==> src/rtl/sound_arbiter_if.sv <==
// Handshake bundle between note requesters, the sound arbiter and the tone generator.
interface sound_arbiter_if;
  logic [3:0]  req;
  logic [11:0] note_i;
  logic [11:0] oct_i;
  logic [11:0] len_i;
  logic        snd_over;
  logic [3:0]  gnt;
  logic [3:0]  done;
  logic        err;
  logic        snd_en;
  logic [2:0]  snd_note;
  logic [2:0]  snd_oct;
  logic [2:0]  snd_len;
  logic        busy;

  modport master (
    output req, note_i, oct_i, len_i, snd_over,
    input  gnt, done, err, snd_en, snd_note, snd_oct, snd_len, busy
  );

  modport slave (
    input  req, note_i, oct_i, len_i, snd_over,
    output gnt, done, err, snd_en, snd_note, snd_oct, snd_len, busy
  );
endinterface

==> src/rtl/sound_arbiter.sv <==
// Grants the tone generator to one of 4 requesters (req0 strict priority, 1..3 round-robin); req->gnt 1 cycle.
// Owner holds until snd_over rises, drops req, or a watchdog fires; SND_ARB_PREEMPT_EN lets req0 preempt.
module sound_arbiter #(
  parameter logic [23:0] TIMEOUT_CYCLES = 24'd10_000_000,
  parameter logic [7:0]  ACK_CYCLES     = 8'd16
) (
  input logic            clk,
  input logic            rst,
  sound_arbiter_if.slave bus
);
  typedef enum logic [1:0] {S_IDLE, S_START, S_PLAY, S_DONE} state_t;

  state_t      r_state, w_state_nxt;
  logic [3:0]  r_gnt, w_gnt_nxt;
  logic [3:0]  r_done, w_done_nxt;
  logic        r_err, w_err_nxt;
  logic        r_snd_en, w_snd_en_nxt;
  logic [2:0]  r_note, w_note_nxt;
  logic [2:0]  r_oct, w_oct_nxt;
  logic [2:0]  r_len, w_len_nxt;
  logic [1:0]  r_own, w_own_nxt;
  logic [1:0]  r_rr_ptr, w_rr_ptr_nxt;
  logic [7:0]  r_ack_cnt, w_ack_cnt_nxt;
  logic [23:0] r_wd_cnt, w_wd_cnt_nxt;

  logic [1:0]  w_win, w_c0, w_c1, w_c2;
  logic        w_preempt, w_owner_req, w_wd_hit, w_ack_hit;
  logic        w_fin, w_fin_err, w_abort;

  function automatic logic [1:0] f_rr_next(input logic [1:0] idx);
    return (idx == 2'd3) ? 2'd1 : idx + 2'd1;
  endfunction

  always_comb begin
    w_c0  = r_rr_ptr;
    w_c1  = f_rr_next(w_c0);
    w_c2  = f_rr_next(w_c1);
    w_win = 2'd0;
    if (bus.req[0])          w_win = 2'd0;
    else if (bus.req[w_c0])  w_win = w_c0;
    else if (bus.req[w_c1])  w_win = w_c1;
    else if (bus.req[w_c2])  w_win = w_c2;
  end

  assign w_owner_req = bus.req[r_own];
  assign w_wd_hit    = (r_wd_cnt >= TIMEOUT_CYCLES - 24'd1);
  assign w_ack_hit   = (r_ack_cnt >= ACK_CYCLES - 8'd1);

`ifdef SND_ARB_PREEMPT_EN
  logic r_req0_q;
  always_ff @(posedge clk) begin
    if (rst) r_req0_q <= 1'b0;
    else     r_req0_q <= bus.req[0];
  end
  // Only a fresh req0 edge preempts, and never preempts requester 0 itself.
  assign w_preempt = bus.req[0] && !r_req0_q && (r_own != 2'd0);
`else
  assign w_preempt = 1'b0;
`endif

  always_comb begin
    w_state_nxt   = r_state;
    w_gnt_nxt     = r_gnt;
    w_done_nxt    = 4'd0;
    w_err_nxt     = 1'b0;
    w_snd_en_nxt  = r_snd_en;
    w_note_nxt    = r_note;
    w_oct_nxt     = r_oct;
    w_len_nxt     = r_len;
    w_own_nxt     = r_own;
    w_rr_ptr_nxt  = r_rr_ptr;
    w_ack_cnt_nxt = r_ack_cnt;
    w_wd_cnt_nxt  = r_wd_cnt;
    w_fin         = 1'b0;
    w_fin_err     = 1'b0;
    w_abort       = 1'b0;

    case (r_state)
      S_IDLE: begin
        if (|bus.req) begin
          w_state_nxt   = S_START;
          w_gnt_nxt     = 4'b0001 << w_win;
          w_snd_en_nxt  = 1'b1;
          w_note_nxt    = bus.note_i[3*w_win +: 3];
          w_oct_nxt     = bus.oct_i[3*w_win +: 3];
          w_len_nxt     = bus.len_i[3*w_win +: 3];
          w_own_nxt     = w_win;
          w_ack_cnt_nxt = 8'd0;
          w_wd_cnt_nxt  = 24'd0;
        end
      end
      S_START: begin
        w_wd_cnt_nxt  = (r_wd_cnt == '1) ? r_wd_cnt : r_wd_cnt + 24'd1;
        w_ack_cnt_nxt = r_ack_cnt + 8'd1;
        if (!w_owner_req || w_preempt) w_abort = 1'b1;
        else if (!bus.snd_over)        w_state_nxt = S_PLAY;
        else if (w_ack_hit || w_wd_hit) begin
          w_fin     = 1'b1;
          w_fin_err = 1'b1;
        end
      end
      S_PLAY: begin
        w_wd_cnt_nxt = (r_wd_cnt == '1) ? r_wd_cnt : r_wd_cnt + 24'd1;
        if (!w_owner_req || w_preempt) w_abort = 1'b1;
        else if (bus.snd_over)         w_fin = 1'b1;
        else if (w_wd_hit) begin
          w_fin     = 1'b1;
          w_fin_err = 1'b1;
        end
      end
      S_DONE:  w_state_nxt = S_IDLE;
      default: w_state_nxt = S_IDLE;
    endcase

    // Abort leaves the round-robin pointer alone; completion (clean or error) advances it.
    if (w_abort) begin
      w_state_nxt  = S_IDLE;
      w_gnt_nxt    = 4'd0;
      w_snd_en_nxt = 1'b0;
    end
    if (w_fin) begin
      w_state_nxt  = S_DONE;
      w_gnt_nxt    = 4'd0;
      w_snd_en_nxt = 1'b0;
      w_done_nxt   = w_fin_err ? 4'd0 : r_gnt;
      w_err_nxt    = w_fin_err;
      if (r_own != 2'd0) w_rr_ptr_nxt = f_rr_next(r_own);
    end
  end

  always_ff @(posedge clk) begin
    if (rst) begin
      r_state   <= S_IDLE;
      r_gnt     <= 4'd0;
      r_done    <= 4'd0;
      r_err     <= 1'b0;
      r_snd_en  <= 1'b0;
      r_note    <= 3'd0;
      r_oct     <= 3'd0;
      r_len     <= 3'd0;
      r_own     <= 2'd0;
      r_rr_ptr  <= 2'd1;
      r_ack_cnt <= 8'd0;
      r_wd_cnt  <= 24'd0;
    end else begin
      r_state   <= w_state_nxt;
      r_gnt     <= w_gnt_nxt;
      r_done    <= w_done_nxt;
      r_err     <= w_err_nxt;
      r_snd_en  <= w_snd_en_nxt;
      r_note    <= w_note_nxt;
      r_oct     <= w_oct_nxt;
      r_len     <= w_len_nxt;
      r_own     <= w_own_nxt;
      r_rr_ptr  <= w_rr_ptr_nxt;
      r_ack_cnt <= w_ack_cnt_nxt;
      r_wd_cnt  <= w_wd_cnt_nxt;
    end
  end

  assign bus.gnt      = r_gnt;
  assign bus.done     = r_done;
  assign bus.err      = r_err;
  assign bus.snd_en   = r_snd_en;
  assign bus.snd_note = r_note;
  assign bus.snd_oct  = r_oct;
  assign bus.snd_len  = r_len;
  assign bus.busy     = (r_state != S_IDLE);
endmodule

==> src/flat_wrapper.sv <==
// flat-port wrapper written by rule: the top's interface ports become plain ports
module sound_arbiter_flat 
#(
  parameter logic [23:0] TIMEOUT_CYCLES = 24'd10_000_000,
  parameter logic [7:0]  ACK_CYCLES     = 8'd16
)
  (clk, rst, bus_req, bus_note_i, bus_oct_i, bus_len_i, bus_snd_over, bus_gnt, bus_done, bus_err, bus_snd_en, bus_snd_note, bus_snd_oct, bus_snd_len, bus_busy);
  sound_arbiter_if bus_i ();
  input logic clk;
  input logic rst;
  input wire logic [$bits(bus_i.req)-1:0] bus_req;
  input wire logic [$bits(bus_i.note_i)-1:0] bus_note_i;
  input wire logic [$bits(bus_i.oct_i)-1:0] bus_oct_i;
  input wire logic [$bits(bus_i.len_i)-1:0] bus_len_i;
  input wire logic [$bits(bus_i.snd_over)-1:0] bus_snd_over;
  output wire logic [$bits(bus_i.gnt)-1:0] bus_gnt;
  output wire logic [$bits(bus_i.done)-1:0] bus_done;
  output wire logic [$bits(bus_i.err)-1:0] bus_err;
  output wire logic [$bits(bus_i.snd_en)-1:0] bus_snd_en;
  output wire logic [$bits(bus_i.snd_note)-1:0] bus_snd_note;
  output wire logic [$bits(bus_i.snd_oct)-1:0] bus_snd_oct;
  output wire logic [$bits(bus_i.snd_len)-1:0] bus_snd_len;
  output wire logic [$bits(bus_i.busy)-1:0] bus_busy;
  assign bus_i.req = bus_req;
  assign bus_i.note_i = bus_note_i;
  assign bus_i.oct_i = bus_oct_i;
  assign bus_i.len_i = bus_len_i;
  assign bus_i.snd_over = bus_snd_over;
  assign bus_gnt = bus_i.gnt;
  assign bus_done = bus_i.done;
  assign bus_err = bus_i.err;
  assign bus_snd_en = bus_i.snd_en;
  assign bus_snd_note = bus_i.snd_note;
  assign bus_snd_oct = bus_i.snd_oct;
  assign bus_snd_len = bus_i.snd_len;
  assign bus_busy = bus_i.busy;
  sound_arbiter #(.TIMEOUT_CYCLES(TIMEOUT_CYCLES), .ACK_CYCLES(ACK_CYCLES)) u_core (.clk(clk), .rst(rst), .bus(bus_i));
endmodule
==> config.mk <==
export PLATFORM = sky130hd
export DESIGN_NAME = sound_arbiter_flat
export DESIGN_NICKNAME = d
export VERILOG_FILES = /design/src/rtl/sound_arbiter_if.sv /design/src/rtl/sound_arbiter.sv /design/src/flat_wrapper.sv
export SDC_FILE = /design/constraint.sdc
export NUM_CORES = 1
export LEC_CHECK = 0
export ABC_AREA = 1
export CAP_MARGIN = 20
export CORE_MARGIN = 8
export CORE_UTILIZATION = 39
export CTS_CLUSTER_DIAMETER = 80
export DETAILED_ROUTE_END_ITERATION = 16
export GPL_TIMING_DRIVEN = 0
export PLACE_DENSITY = 0.69
export SYNTH_ARGS = -nofsm -noshare
export SYNTH_HDL_FRONTEND = slang
export SYNTH_SLANG_ARGS = --single-unit
==> constraint.sdc <==
create_clock -name clk -period 2.18 [get_ports clk]
set_input_delay 0.436 -clock clk [delete_from_list [all_inputs] [get_ports clk]]
set_output_delay 0.436 -clock clk [all_outputs]
set_load 0.1 [all_outputs]
---- Yosys cells after proc, flatten, opt, wreduce, memory -nomap -nowiden ----
Index checks and enable logic that the tools add are counted.
operators by class
  add/subtract/negate cells ............... 5
  multipliers ............................. 1
  $lt $le $gt $ge ......................... 6
  equal/unequal tests ..................... 12
  shifts and indexed selects .............. 4
  mux-type cells .......................... 38
  bitwise logic cells ..................... 1
  reduce and logical (&&, ||, !) cells .... 17
operators with widths
  cell                                                                count
  2-to-1 mux 24 bit                                                   2
  one-hot mux 24 bit (2 select lines)                                 1
  variable part select 12 x 5 -> 3 bit                                3
  adder 24 x 1 -> 24 bit (second input constant)                      1
  == test 24 bit (second input constant)                              1
  greater-or-equal comparator 24 bit (second input constant)          1
  2-to-1 mux 2 bit                                                    12
  one-hot mux 8 bit (2 select lines)                                  1
  2-to-1 mux 1 bit                                                    14
  < comparator 2 x 3 -> 1 bit (second input constant)                 4
  == test 2 bit (second input constant)                               5
  adder 8 x 1 -> 8 bit (second input constant)                        1
  binary-select mux 1 bit (select 2 bit)                              4
  greater-or-equal comparator 8 x 4 -> 1 bit (second input constant)  1
  2-to-1 mux 8 bit                                                    1
  != test 4 x 1 -> 1 bit (second input constant)                      2
  nonzero test 2 bit                                                  4
  adder 2 x 1 -> 2 bit (second input constant)                        3
  one-hot mux 2 bit (3 select lines)                                  1
  AND reduction 2 bit                                                 3
  OR reduction 3 bit                                                  2
  nonzero test 5 bit                                                  1
  multiplier 2 x 2 -> 4 bit (first input constant)                    1
  != test 4 x 2 -> 1 bit (second input constant)                      1
  other kinds (12)                                                    14
storage, ports and cells
  register bits after elaboration ......... 57
  input bits .............................. 43
  output and inout bits ................... 20

---- Depth between registers and ports, before layout ----
Gate-level depths: netlist (run 1).
  depth in word-level cells ............... 12
  mapped depth ............................ 15
  gate-level depth less buffers ........... 15

---- Worst setup path after synthesis (run 1) ----
OpenSTA, ideal clock, no wires.
  path type ............................... reg2reg
  from .................................... reg u_core.r_state[0]
  to ...................................... reg u_core.r_wd_cnt[11]
  library setup time ...................... 0.126 ns
  arrival time ............................ 2.253 ns
  required time ........................... 2.054 ns
  slack ................................... -0.199 ns
  cell stages (with the launch flop) ...... 14
  clock period less this slack ............ 2.379 ns
  cell sequence ........................... dfxtp_1 > inv_1 > ha_1 > inv_1 > or2_4 > nand2_4 > clkinv_2 > nand2_4 > nor2_2 > nand2_2 > nor2_2 > nand2_1 > nor2_1 > nor3b_2
between the ends
  word-level cells in the longest chain between the ends .. 4
ends and longest elaborated chain
  element                                                               line                  source
  from (decl)                                                           sound_arbiter.sv:13   state_t r_state, w_state_nxt;
  from (signal assigned)                                                sound_arbiter.sv:146  r_state <= w_state_nxt;
  == test 2 x 1 -> 1 bit or == test 2 bit (tied branches)               sound_arbiter.sv:78   case (r_state)
  OR reduction 2 bit (no source line)                                   -
  != test 2 bit (no source line) or nonzero test 2 bit (tied branches)  -
  AND reduction 3 bit (no source line)                                  -
  to (signal assigned)                                                  sound_arbiter.sv:157  r_wd_cnt <= w_wd_cnt_nxt;
  to (decl)                                                             sound_arbiter.sv:24   logic [23:0] r_wd_cnt, w_wd_cnt_nxt;
Parallel ways exist; a longest one is shown, timed or not.
A chain may end at the register's enable or synchronous reset.

---- Final worst setup path (run 1) ----
  from .................................... reg u_core.r_state[1]
  to ...................................... out bus_busy
between the ends
  word-level cells in the longest chain between the ends .. 1
ends and longest elaborated chain
  element             line                  source
  nonzero test 2 bit  sound_arbiter.sv:168  assign bus.busy = (r_state != S_IDLE);
  to (decl)           flat_wrapper.sv:23    output wire logic [$bits(bus_i.busy)-1:0] bus_busy;
No other way between the ends.

==> impl_metrics.ini, run 1 <==
[outcome]
status = finished, final reports clean

[clock_tree]
clkSlewWorstSetupHoldPaths_ns = 0.06
root_buffer = clkbuf_8
cts_tree = built
clkLatencyLatePin_ns = 0.33
cts_made_buffers = 9
cts.sinks = 57
htreeDepth = 3
cts_buffer_depth = 2

[place]
dp.final_hpwl_mm = 6.83
portBuffers = 61
gp_congestion = 0.877

[yosys]
syn_area_um2 = 3430
ys_ff_latch = 57
synthArstFlopShare_pct = 0
ys.flop_type = dfxtp_1
synth_fp_nets = 556
synthCells = 503
ys_seq_area_share_pct = 33.2
synthTopCellsByArea = dfxtp_1 33%, nand2_1 13%, nor2_1 7.7%
synth_area_leader_cell = dfxtp_1
netlist.area_leader.share_pct = 33.2
ys.warnings.count = 0
synth-edff-count = 0
avgSynthCellArea_um2 = 6.82
yosysUniqueCellTypes = 48

[global_route]
grt_pass1_wl_mm = 14.8
grt_max_degree = 11
overflow = 0
grtUsageTotal_pct = 15.3
grt_pass1_vias = 3330
antenna_found_initial = 0

[timing]
rsz0062_at_grt = false
hold_viol_final = 0
tightest_slew_ns = 1.02
finalClockSkew_ns = 0.0115
min_period_ns = 2.06
slew_headroom_pct = 32.5
finalCritPeriodShare_pct = 94.6
drv_slew = 0
finalSetupTns_ns = 0
max_freq_ghz = 0.485
setup-violations-final = 0

[power]
irDropWorstVdd_mv = 0.734
p_switching_uw = 1990
p_seq_share_pct = 30.7
p_clk_share_pct = 19.4
leakagePower_uw = 0.00187
power_frac_comb_pct = 49.9
p_sw_share_pct = 48.0
p_per_area_nw_per_um2 = 954
p_int_uw = 2160
finalPower_uw = 4150

[floorplan]
die_area_um2 = 12100
die_h_um = 110
core_area_um2 = 8640
rows = 34
die_x_um = 110
start_util_pct = 39.7
io_pins = 63

[job]
maxCapViolations = 0

[layout]
utilization_pct = 50.4
final_nets = 630
drive_gt1_share_pct = 12.3
antenna_cells = 0
syn_to_final_growth_pct = 26.8

[worst_setup_path]
crit_path_max_fanout = 4
path_buf_inv = 3
cpLargestDelayFamily = buffers and inverters
crit_path_cell_trace = inv_2 -> ha_4 -> clkinvlp_4 -> clkdlybuf4s15_2
timing_worst_setup_path_type = reg2out
start_kind = register
critPathArrivalTime_ns = 1.63
crit_required_ns = 1.74
crit_path_end_kind = primary output
max_stage_delay_ns = 0.56
ff2ff_setup_slack_ns = 0.14
critPathSlowestCell = clkdlybuf4s15_2

[detailed_routing]
wl_per_cell_um = 12.4
drc = 0
drt_iter0_markers = 148
wl_mm = 8.55
vias = 3404
routed_via_density = 4.95
postRouteAntennaNets = 0
dr.pass1.iters = 4

[hold_path]
hold_class = reg2reg
per-layer routing:
metal	wire (um)	share of wire, %	track usage, %
met1	3820	45	17.8
met2	3920	46	24.1
met3	737	8.6	7.33
met4	75	0.88	5.30
met5	0	0	0
Yosys cell counts (3+ instances only):
library cell / n
inv_2: 7
nand4_1: 10
o21ai_1: 4
a211oi_1: 3
buf_2: 3
nand2_1: 115
dfxtp_1: 57
nand2_2: 5
o21ai_0: 29
nor2_1: 70
ha_1: 10
xor2_1: 3
nor2_2: 4
nor2_8: 3
nand3_1: 35
a21oi_1: 28
a31oi_1: 3
inv_1: 60
nor3_1: 11
final timing paths:
path | from | endpoint | depth (start not counted)
min | u_core.bus.gnt[0]$_SDFFE_PP0P_ | u_core.bus.done[0]$_SDFF_PP0_ | 2
max | u_core.r_state[1]$_SDFFE_PP0P_ | bus_busy | 4
min reg2reg | u_core.bus.gnt[0]$_SDFFE_PP0P_ | u_core.bus.done[0]$_SDFF_PP0_ | 2
max reg2reg | u_core.r_rr_ptr[0]$_SDFFE_PP1P_ | u_core.bus.snd_len[2]$_SDFFE_PP0P_ | 13
logic make-up (layout without fill, tap and decap cells):
kind of cell / count (synthesis) / after routing / synth area share, %
buffers and inverters: 77 / 153 / 9.08
xor gates and xnor gates: 3 / 3 / 0.766
DFF: 57 / 57 / 33.2
adders and majority gates: 10 / 10 / 3.65
and+or+nand+nor: 275 / 275 / 39.5
AOI/OAI and AO/OA: 81 / 81 / 13.8
registers in the layout, indices dropped and copies added (netlist names):
register	count
u_core.bus.snd_note	3
u_core.r_ack_cnt	8
u_core.bus.err	1
u_core.r_wd_cnt	24
u_core.bus.done	4
u_core.bus.snd_oct	3
u_core.bus.snd_len	3
u_core.bus.gnt	4
u_core.r_rr_ptr	2
u_core.bus.snd_en	1
u_core.r_own	2
u_core.r_state	2
what timing repair did:
action	CTS	global route
hold buffers	0	0
pin swaps	0	5
gates resized for setup	22	7
setup buffers	0	3
endpoints found under the setup margin	21	20
through the flow:
step / cell area, um2 / cells / hold slack, ns / setup slack [ns]
2_1_floorplan: 3450 / 503 / 0.444 / 0.000226
3_3_place_gp: 4190 / 672 / 0.438 / -0.201
3_5_place_dp: 4190 / 672 / 0.442 / -0.225
4_1_cts: 4320 / 684 / 0.455 / 0.0297
5_1_grt: 4350 / 687 / 0.486 / 0.0000104
6_report: 4350 / 687 / 0.456 / 0.117
power groups by stage:
| stage | clock network [uW] | logic, uW | registers (uW) |
|---|---|---|---|
| floorplan | 0 | 958 | 1910 |
| global placement | 0 | 2070 | 1290 |
| detailed placement | 0 | 2100 | 1300 |
| CTS | 830 | 2060 | 1270 |
| global route | 868 | 2250 | 1290 |
| finish | 805 | 2070 | 1270 |
cell type report:
cell class	count	area, um2
fillers	860	4280
well taps	108	135
clock inverters	1	5.00
inverters	71	284
clock buffers	12	145
flip-flops and latches	57	1140
plain buffers	5	28.8
repair buffers	64	611
multi-input cells	369	2000
placed cells by master, fill, tap and decap left out, types with 4 or more instances in the layout:
master           synthesis  layout
a21oi_1                 28      28
clkdlybuf4s50_1          0      41
nand2_2                  5       6
nand4_1                 10      10
inv_2                    7       9
nor3_1                  11      11
inv_1                   60      56
o21ai_0                 29      29
ha_1                    10       9
dfxtp_1                 57      55
clkbuf_1                 2       4
dlygate4sd2_1            0      19
clkbuf_8                 0      10
nand2_1                115     114
nand3_1                 35      35
nor2_2                   4       5
nor2_1                  70      69
tightest hold or removal path: cells and delay by family (launching register included):
family	cells	cell delay, ns
simple gates	1	0.03
flops	1	0.32
buf+inv	1	0.05
Power figures use the tool's default switching activity.
==> run 2: changes to the inputs <==
--- a/config.mk
+++ b/config.mk
@@ -12,7 +12,7 @@
 export CTS_CLUSTER_DIAMETER = 80
 export DETAILED_ROUTE_END_ITERATION = 16
 export GPL_TIMING_DRIVEN = 0
-export PLACE_DENSITY = 0.69
+export PLACE_DENSITY = 0.72
 export SYNTH_ARGS = -nofsm -noshare
 export SYNTH_HDL_FRONTEND = slang
 export SYNTH_SLANG_ARGS = --single-unit
==> constraint.sdc (replaced) <==
create_clock -name clk -period 1.7 [get_ports clk]
set_input_delay 0.34 -clock clk [delete_from_list [all_inputs] [get_ports clk]]
set_output_delay 0.34 -clock clk [all_outputs]
set_load 0.1 [all_outputs]
==> run 2 against run 1 <==
Net effect: cell count is 6.3% higher; sequential share of layout area is 4.2 points lower; first-iteration DRC count is 64% higher; highest routed layer unchanged; the run now ends with negative setup slack left; largest cell class unchanged; total power is 56% higher; count of clock-buffer cells in the layout is 1 higher; combinational power is 72% higher; non-clock buffer count is 35 higher; critical path depth is 11 higher; routed wire length is 26% higher; register-to-register slack worse by 0.42 ns.
==> impl_metrics.ini, run 2 (synthesis gave the netlist of run 1 again) <==
[global_route]
grt_pass1_vias = 3693
grt_max_degree = 11
overflow = 0
grt_pass1_wl_mm = 16.5
antenna_found_initial = 0
grtUsageTotal_pct = 17.1

[layout]
drive_gt1_share_pct = 34.2
antenna_cells = 0
final_common_cell = nand2_1
reg_top3 = u_core.r_wd_cnt x24, u_core.r_ack_cnt x8
final_nets = 670
seqCellArea_um2 = 1160
fin_area_um2 = 5270
most-common-layout-cells = 98 x nand2_1, 60 x nor2_1, 49 x inv_1
regMostFlops = u_core.r_wd_cnt
largest_register_ffs = 24
fill_cells = 687
utilization_pct = 61.0
syn_to_final_growth_pct = 53.6
multi_input_area_um2 = 2430

[timing]
setup_ws_ns = -0.284
drv_slew = 0
finalHoldWorstSlack_ns = 0.446
finalClockSkew_ns = 0.00841
finalSetupTns_ns = -4.95
max_freq_ghz = 0.504
slew_headroom_pct = 59.3
setup-violations-final = 35
finalCritPeriodShare_pct = 117
hold_viol_final = 0
tightest_slew_ns = 0.604
min_period_ns = 1.98
rsz0062_at_grt = true

[clock_tree]
root_buffer = clkbuf_8
clkLatencyLatePin_ns = 0.34
cts.sinks = 57
clkSlewWorstSetupHoldPaths_ns = 0.07
cts_tree = built
cts_made_buffers = 9
cts_buffer_depth = 2
cts_hold_buffers = 0
htreeDepth = 3

[place]
portBuffers = 61
gp_congestion = 0.883
dpl_cell_area_um2 = 4270
dp.final_hpwl_mm = 6.70

[detailed_routing]
drt_iter0_markers = 242
drc = 0
postRouteAntennaNets = 0
wl_per_cell_um = 14.7
vias = 3751
dr.pass1.iters = 5
wl_mm = 10.8
routed_via_density = 5.14

[worst_setup_path]
ff2ff_setup_slack_ns = -0.28
crit_path_end_kind = register
setup.worst_path.start = u_core.r_rr_ptr[0]$_SDFFE_PP1P_
critPathArrivalTime_ns = 2.27
start_kind = register
crit_path_max_fanout = 5
timing_worst_setup_path_type = reg2reg
crit_required_ns = 1.99
r2r_start = u_core.r_rr_ptr[0]$_SDFFE_PP1P_

[power]
p_sw_share_pct = 47.1
p_clk_share_pct = 19.6
finalPower_uw = 6490
p_seq_share_pct = 25.6
p_switching_uw = 3060
power_frac_comb_pct = 54.8
irDropWorstVdd_mv = 0.890
p_int_uw = 3430
p_per_area_nw_per_um2 = 1230
leakagePower_uw = 0.00214

[floorplan]
io_pins = 63
die_x_um = 110
start_util_pct = 39.7
die_h_um = 110
core_area_um2 = 8640
rows = 34
die_area_um2 = 12100

[hold_path]
hold_start = rst
hold_class = in2reg

[job]
maxCapViolations = 0

[outcome]
status = finished, violations left
violations = negative setup slack
## run 2: changes by cell type in the layout (fill, tap and decap cells not counted), sizes merged, moves of 4 or more
cell	previous run	this run
nor2	78	82
clkdlybuf4s15	1	19
dlygate4sd2	19	4
buf	6	42
clkdlybuf4s50	41	37
## run 2: cell type report
cell class	instances	area share [%]
Clock buffer	13	2.82
Timing Repair inverter	1	0.166
Sequential cell	57	22.1
Buffer	5	0.665
Clock inverter	3	0.760
Tap cell	108	2.56
Inverter	71	5.89
Multi-Input combinational cell	373	46.1
Timing Repair Buffer	99	19.0
## run 2: critical path, stage by stage, from the launching register on
cell and delay [ns]:
dfxtp_4 0.37, inv_4 0.04, ha_4 0.28, inv_4 0.04, a21oi_2 0.10, o21ai_2 0.11, nand2_2 0.10, o21ai_2 0.06
nand2_2 0.11, nand2_8 0.11, buf_12 0.15, nor2_4 0.18, nand2_1 0.07, nand3_1 0.08, nor2_1 0.04, nor2_1 0.06
## run 2: routing by layer
| layer | wire length (um) | part of all wire [%] | GRT usage [%] |
|---|---|---|---|
| met1 | 4340 | 40 | 18.8 |
| met3 | 795 | 7.4 | 5.51 |
| met4 | 303 | 2.8 | 9.55 |
| met2 | 5320 | 49 | 28.6 |
| met5 | 0 | 0 | 0 |
## run 2: worst paths after layout
kind | end | cells after the start
worst min register to register | u_core.bus.done[3]$_SDFF_PP0_ | 2
worst max-delay path | u_core.bus.snd_note[1]$_SDFFE_PP0P_ | 15
worst max register to register | u_core.bus.snd_note[1]$_SDFFE_PP0P_ | 15
worst min-delay path | u_core.r_ack_cnt[1]$_SDFFE_PP0P_ | 2
## run 2: power by group through the flow
stage | Combinational (uW) | Clock, uW | Sequential (uW)
after floorplan | 1270 | 0 | 2460
after global placement | 2700 | 0 | 1660
after detailed placement | 2740 | 0 | 1660
after CTS | 3120 | 1270 | 1650
after global routing | 3750 | 1330 | 1670
final | 3560 | 1270 | 1660
## run 2: stage by stage
stage / instances / setup WS [ns]
2_1_floorplan: 503 / -0.454
3_3_place_gp: 672 / -0.559
3_5_place_dp: 672 / -0.576
4_1_cts: 717 / -0.266
5_1_grt: 730 / -0.401
6_report: 730 / -0.284
## run 2: repair_timing
action | 4_1_cts | 5_1_grt
resized for setup | 119 | 73
setup buffers | 25 | 14
cloned | 5 | 0
pin swaps | 36 | 29
setup endpoints to repair | 74 | 50
